**src/rtl/cdb_arbiter_pkg.sv**
```systemverilog
// Common data bus types and default sizing shared by the arbiter, its
// selector and anything that consumes the broadcast lanes.
package cdb_arbiter_pkg;

  localparam int CDB_NREQ   = 6;
  localparam int CDB_LANES  = 2;
  localparam int CDB_TAG_W  = 3;
  localparam int CDB_DATA_W = 32;

  typedef struct packed {
    logic                  valid;
    logic [CDB_TAG_W-1:0]  tag;
    logic [CDB_DATA_W-1:0] data;
  } cdb_lane_t;

  typedef enum logic [2:0] {
    REQ_ALU1 = 3'd0,
    REQ_ALU2 = 3'd1,
    REQ_ALU3 = 3'd2,
    REQ_ALU4 = 3'd3,
    REQ_BR   = 3'd4,
    REQ_LD   = 3'd5
  } cdb_req_e;

endpackage

```
**src/rtl/cdb_arbiter_rr_select.sv**
```systemverilog
// Circular first-set-bit finder: one-hot of the first request at or after
// the start pointer, wrapping at N.
module cdb_arbiter_rr_select #(
  parameter int N     = 6,
  parameter int PTR_W = 3
) (
  input  logic [N-1:0]     i_req,
  input  logic [PTR_W-1:0] i_ptr,
  output logic [N-1:0]     o_grant,
  output logic             o_found
);

  int w_idx;

  always_comb begin
    o_grant = '0;
    o_found = 1'b0;
    w_idx   = 0;
    for (int k = 0; k < N; k++) begin
      w_idx = int'(i_ptr) + k;
      if (w_idx >= N) w_idx = w_idx - N;
      if (!o_found && i_req[w_idx]) begin
        o_grant[w_idx] = 1'b1;
        o_found        = 1'b1;
      end
    end
  end

endmodule

```
**src/rtl/cdb_arbiter.sv**
```systemverilog
// Round-robin common data bus arbiter: grants up to LANES requesters per
// cycle and registers their results onto the broadcast lanes.
module cdb_arbiter
  import cdb_arbiter_pkg::*;
#(
  parameter int NREQ   = CDB_NREQ,
  parameter int LANES  = CDB_LANES,
  parameter int TAG_W  = CDB_TAG_W,
  parameter int DATA_W = CDB_DATA_W,
  localparam int PTR_W = (NREQ > 1) ? $clog2(NREQ) : 1
) (
  input  logic                    i_clk,
  input  logic                    i_rst_n,
  input  logic                    i_flush,
  input  logic [NREQ-1:0]         i_req_valid,
  input  logic [NREQ*TAG_W-1:0]   i_req_tag,
  input  logic [NREQ*DATA_W-1:0]  i_req_data,
  output logic [NREQ-1:0]         o_req_grant,
  output logic [LANES-1:0]        o_cdb_valid,
  output logic [LANES*TAG_W-1:0]  o_cdb_tag,
  output logic [LANES*DATA_W-1:0] o_cdb_data,
  output logic [2**TAG_W-1:0]     o_cdb_enable,
  output logic                    o_tag_conflict,
  output logic [PTR_W-1:0]        o_rr_ptr
);

  logic [NREQ-1:0]   w_mask     [LANES];
  logic [NREQ-1:0]   w_lane_gnt [LANES];
  logic [LANES-1:0]  w_found;
  logic [TAG_W-1:0]  w_lane_tag [LANES];
  logic [DATA_W-1:0] w_lane_data[LANES];
  logic [NREQ-1:0]   w_grant;
  logic [PTR_W-1:0]  w_ptr_next;
  logic [2**TAG_W-1:0] w_en_next;
  logic              w_conflict;

  logic [LANES-1:0]        r_cdb_valid;
  logic [LANES*TAG_W-1:0]  r_cdb_tag;
  logic [LANES*DATA_W-1:0] r_cdb_data;
  logic [2**TAG_W-1:0]     r_cdb_enable;
  logic                    r_tag_conflict;
  logic [PTR_W-1:0]        r_rr_ptr;

  // Each stage sees the requests left over by the stages before it, so all
  // stages can share the same start pointer and still follow scan order.
  genvar gi;
  generate
    for (gi = 0; gi < LANES; gi++) begin : g_lane
      if (gi == 0) begin : g_first
        assign w_mask[gi] = i_req_valid & {NREQ{~i_flush & i_rst_n}};
      end else begin : g_next
        assign w_mask[gi] = w_mask[gi-1] & ~w_lane_gnt[gi-1];
      end

      cdb_arbiter_rr_select #(.N(NREQ), .PTR_W(PTR_W)) u_sel (
        .i_req   (w_mask[gi]),
        .i_ptr   (r_rr_ptr),
        .o_grant (w_lane_gnt[gi]),
        .o_found (w_found[gi])
      );

      always_comb begin
        w_lane_tag[gi]  = '0;
        w_lane_data[gi] = '0;
        for (int r = 0; r < NREQ; r++) begin
          if (w_lane_gnt[gi][r]) begin
            w_lane_tag[gi]  = w_lane_tag[gi]  | i_req_tag[r*TAG_W +: TAG_W];
            w_lane_data[gi] = w_lane_data[gi] | i_req_data[r*DATA_W +: DATA_W];
          end
        end
      end
    end
  endgenerate

  always_comb begin
    w_grant    = '0;
    w_ptr_next = r_rr_ptr;
    w_en_next  = '0;
    for (int l = 0; l < LANES; l++) begin
      w_grant = w_grant | w_lane_gnt[l];
      if (w_found[l]) begin
        w_en_next[w_lane_tag[l]] = 1'b1;
        // Later lanes overwrite, leaving the pointer just past the last grant.
        for (int r = 0; r < NREQ; r++) begin
          if (w_lane_gnt[l][r]) w_ptr_next = (r == NREQ - 1) ? '0 : PTR_W'(r + 1);
        end
      end
    end
  end

  always_comb begin
    w_conflict = 1'b0;
    for (int a = 0; a < LANES; a++) begin
      for (int b = a + 1; b < LANES; b++) begin
        if (w_found[a] && w_found[b] && (w_lane_tag[a] == w_lane_tag[b])) w_conflict = 1'b1;
      end
    end
  end

  always_ff @(posedge i_clk or negedge i_rst_n) begin
    if (!i_rst_n) begin
      r_cdb_valid    <= '0;
      r_cdb_tag      <= '0;
      r_cdb_data     <= '0;
      r_cdb_enable   <= '0;
      r_tag_conflict <= 1'b0;
      r_rr_ptr       <= '0;
    end else begin
      r_cdb_valid    <= w_found;
      for (int l = 0; l < LANES; l++) begin
        r_cdb_tag[l*TAG_W +: TAG_W]    <= w_lane_tag[l];
        r_cdb_data[l*DATA_W +: DATA_W] <= w_lane_data[l];
      end
      r_cdb_enable   <= w_en_next;
      r_tag_conflict <= w_conflict;
      r_rr_ptr       <= w_ptr_next;
    end
  end

  assign o_req_grant    = w_grant;
  assign o_cdb_valid    = r_cdb_valid;
  assign o_cdb_tag      = r_cdb_tag;
  assign o_cdb_data     = r_cdb_data;
  assign o_cdb_enable   = r_cdb_enable;
  assign o_tag_conflict = r_tag_conflict;
  assign o_rr_ptr       = r_rr_ptr;

endmodule

```
**config.mk**
```make
export PLATFORM = sky130hd
export DESIGN_NAME = cdb_arbiter
export DESIGN_NICKNAME = d
export VERILOG_FILES = /design/src/rtl/cdb_arbiter_pkg.sv /design/src/rtl/cdb_arbiter_rr_select.sv /design/src/rtl/cdb_arbiter.sv
export SDC_FILE = /design/constraint.sdc
export NUM_CORES = 1
export LEC_CHECK = 0
export CORE_MARGIN = 5
export CORE_UTILIZATION = 30
export DETAILED_ROUTE_END_ITERATION = 8
export HOLD_SLACK_MARGIN = 0.05
export MAX_ROUTING_LAYER = met4
export PLACE_DENSITY = 0.58
export SYNTH_ARGS = -nofsm -noshare
export SYNTH_HDL_FRONTEND = slang
export SYNTH_SLANG_ARGS = --single-unit
```
**constraint.sdc**
```tcl
create_clock -name i_clk -period 13.5 [get_ports i_clk]
set_input_delay 4.05 -clock i_clk [delete_from_list [all_inputs] [get_ports i_clk]]
set_output_delay 4.05 -clock i_clk [all_outputs]
set_load 0.005 [all_outputs]
```
==> impl_metrics.py <==
metrics = {
    "run_status": {
        "outcome": "finished clean",
    },
    "pwr": {
        "p_leak_nw": 4.31,
        "ir_drop_mv": 0.149,
        "powerDensity_mw_per_mm2": 302,
    },
    "yosys": {
        "ys_seq_area_share_pct": 30.3,
        "synth.area.mux_share_pct": 1.03,
        "synth_area_leaders": "dfrtp_1 30%, a222oi_1 15%, nand2_1 6.7%, a22oi_1 4.0%, nand3_1 3.8%",
        "async_flop_share_pct": 100,
        "synth_top_family_by_area": "compound AO/OA/AOI/OAI gates",
        "syn-num-nets": 1055,
        "synth-seq-cells": 84,
        "synth_top_flop_cell": "dfrtp_1",
        "synthCells": 817,
        "yosys.area_share.xor_xnor_pct": 1.53,
        "yosysTopAreaCell": "dfrtp_1",
        "avgSynthCellArea_um2": 8.49,
        "syn-cell-area_mm2": 0.00693,
        "synth-simple-area-share_pct": 24.5,
        "synth_compound_area_share_pct": 33.3,
        "ys_types": 97,
        "synth_fa_ha_area_share_pct": 3.43,
        "synth_top_cell_area_share_pct": 30.3,
        "yosys_warnings": 0,
        "synth_edf_count": 0,
    },
    "global_routing": {
        "grt_max_degree": 44,
        "first_global_vias": 8278,
        "grt_pass1_wl_mm": 55.8,
        "antenna_found_initial": 3,
        "grt_use_total_pct": 29.0,
        "grt_remaining_overflow": 0,
    },
    "timing": {
        "maxSlewViolCount": 0,
        "max_freq_mhz": 76.4,
        "final_hold_viol_count": 0,
        "setup_tns_ps": 0,
        "fin_skew_ps": 8.54,
        "layout_min_cycle_time_ps": 13090,
        "relSlewSlack_pct": 45.1,
        "worstMarginPinSlew_ps": 824,
        "setup_violations": 0,
        "rsz0062_at_grt": "false",
        "finalCritPeriodShare_pct": 96.9,
    },
    "clocking": {
        "cts_buffers": 9,
        "htreeDepth": 3,
        "cts_tree": "yes",
        "cts_resized": 0,
        "path_clk_slew_ps": 70,
        "postCtsSetupBuffers": 0,
        "clk_latency_ps": 340,
        "cts_max_path_buffers": 2,
        "hold_buffers": 0,
        "clock_sinks": 84,
        "root_buffer": "clkbuf_16",
    },
    "route": {
        "drc_errors": 0,
        "ant_nets": 0,
        "dr.pass1.iters": 9,
        "drt-initial-drc-count": 1388,
        "post_drt_wl_per_cell_um": 28.4,
        "num_vias": 8742,
        "routed_wl_mm": 39.3,
        "avgViaCountPerCell": 6.31,
    },
    "hold_path": {
        "hold_path_depth": 5,
        "min_path_type": "reg2reg",
        "worstHoldStart": "o_rr_ptr[2]$_DFF_PN0_",
        "hold_end": "o_rr_ptr[2]$_DFF_PN0_",
    },
    "final_layout": {
        "layout_commonest_cell": "clkdlybuf4s50_1",
        "final_nets": 1332,
        "design_area_mm2": 0.0106,
        "fin_cells": 1386,
        "layout_common_cells": "307 x clkdlybuf4s50_1, 123 x nand2_1, 104 x a222oi_1",
        "syn_to_final_growth_pct": 53.0,
        "drive_above_1_share_pct": 8.56,
    },
    "floorplanning": {
        "start_util_pct": 30.5,
        "die_h_um": 162,
        "die_w_um": 162,
        "dieArea_mm2": 0.0263,
        "core_area_mm2": 0.0227,
        "num_rows": 55,
        "io_pins": 309,
    },
    "setup_path": {
        "ff2ff_setup_slack_ps": 5960,
        "worstSetupStartpointType": "primary input",
        "end_kind": "output port",
        "crit_family": "compound AO/OA/AOI/OAI gates",
        "slowest_delay_ps": 540,
        "crit_type": "in2out",
        "critPathArrivalTime_ps": 9040,
        "rr_startpoint": "o_rr_ptr[1]$_DFF_PN0_",
        "reg2reg_depth": 21,
        "crit_fanout": 9,
        "path_buf_inv": 2,
        "crit_path_top_delay_cell": "clkdlybuf4s50_1",
        "r2r-end": "o_tag_conflict$_DFF_PN0_",
        "crit_required_ps": 9450,
        "cp_cell_sequence": "clkdlybuf4s50_1, nand2b_1, a21o_1, nor3_1, nor4_4, nor3b_4, a211o_1, a2bb2oi_1, a211oi_1, a211oi_1, nand3_1, a311oi_1, a221o_2, or2_2, clkdlybuf4s50_1",
    },
    "placement": {
        "place_inst": 1368,
        "portBuffers": 308,
        "place.gp.congestion": 1.00,
        "place_area_mm2": 0.0103,
        "hpwl_mm": 28.6,
    },
    "job": {
        "maxCapViolations": 0,
    },
}
[registers in the layout, summed over array words and instances, names as in the netlist]
register,count
o_cdb_tag,6
o_cdb_data,64
o_cdb_enable,8
o_rr_ptr,3
o_tag_conflict,1
o_cdb_valid,2
[routing by layer]
| metal | up-vias | track usage (%) | part of all wire [%] |
|---|---|---|---|
| met5 | - | - | 0 |
| met4 | 0 | 11.4 | 3.5 |
| met3 | 85 | 6.93 | 9.5 |
| met2 | 575 | 46.7 | 49 |
| met1 | 4237 | 35.2 | 38 |
| li1 | 3845 | - | - |
[synth_stat cells, types with 3 or more instances]
library cell and number:
a211o_1 5, a211oi_1 11, a21o_1 3, a21oi_1 19, a221o_1 5, a222oi_1 104, a22oi_1 37, a311oi_1 3
a31oi_1 6, a32o_1 3, and2_1 9, and3_1 7, and3b_1 3, buf_1 10, buf_2 13, buf_4 3
buf_6 4, clkbuf_1 37, dfrtp_1 84, ha_1 19, inv_1 19, inv_2 7, nand2_1 123, nand2b_1 13
nand3_1 53, nand3b_1 4, nand4_1 10, nor2_1 45, nor2b_1 7, nor3_1 12, nor4_1 13, o21a_1 3
o21ai_0 12, o21ai_1 6, o21bai_1 3, o22ai_1 6, o311ai_0 3, o31ai_1 6, o32ai_1 5, or2_2 8
or3_1 5, xnor2_1 3
[worst min-delay path, stage by stage (launching register included)]
cell and delay [ps]:
dfrtp_1 360, buf_4 220, inv_1 140, o41ai_1 90, a31oi_1 170, nor2_1 50
[power by group]
group          internal (mW)  total [mW]  switching [mW]
clock network          0.172       0.280           0.107
registers              0.369       0.396          0.0267
logic                  0.966        2.53            1.57
total                   1.51        3.21            1.70
[layout make-up]
class                   instances  area [µm²]
fillers                      2220       12100
multi-input cells             639        4450
repair buffers                333        3270
flip-flops and latches         84        2100
well taps                     285         357
clock buffers                  12         256
inverters                      27         101
clock inverters                 3        68.8
diodes                          3        7.51
[how the worst max path moves through the flow]
stage	startpoint	end	slack, ps	depth (start not counted)
floorplan	i_flush	o_req_grant[4]	1880	17
global placement	i_flush	o_req_grant[4]	430	15
detailed placement	i_flush	o_req_grant[4]	510	15
CTS	i_flush	o_req_grant[0]	500	15
global route	i_flush	o_req_grant[0]	150	15
finish	i_flush	o_req_grant[0]	410	15
[per-stage QoR]
stage / power (mW) / setup slack, ps / hold WS, ps / utilization, %
2_1_floorplan: 1.98 / 1880 / 1030 / -
3_3_place_gp: 2.91 / 433 / 1060 / 45.2
3_5_place_dp: 2.89 / 510 / 1060 / 45.2
4_1_cts: 3.19 / 502 / 1070 / 46.7
5_1_grt: 3.41 / 150 / 1150 / 46.7
6_report: 3.21 / 414 / 1070 / 46.7
[logic make-up (layout without fill, tap and decap cells)]
| group | count (synthesis) | count (layout) |
|---|---|---|
| compound gates | 271 | 271 |
| xor+xnor | 7 | 7 |
| other cells | 0 | 3 |
| fa+ha+maj | 19 | 19 |
| flops | 84 | 84 |
| mux | 6 | 6 |
| simple gates | 336 | 336 |
| buf+inv | 94 | 375 |
Note: power is estimated with default switching activity, not from simulation.
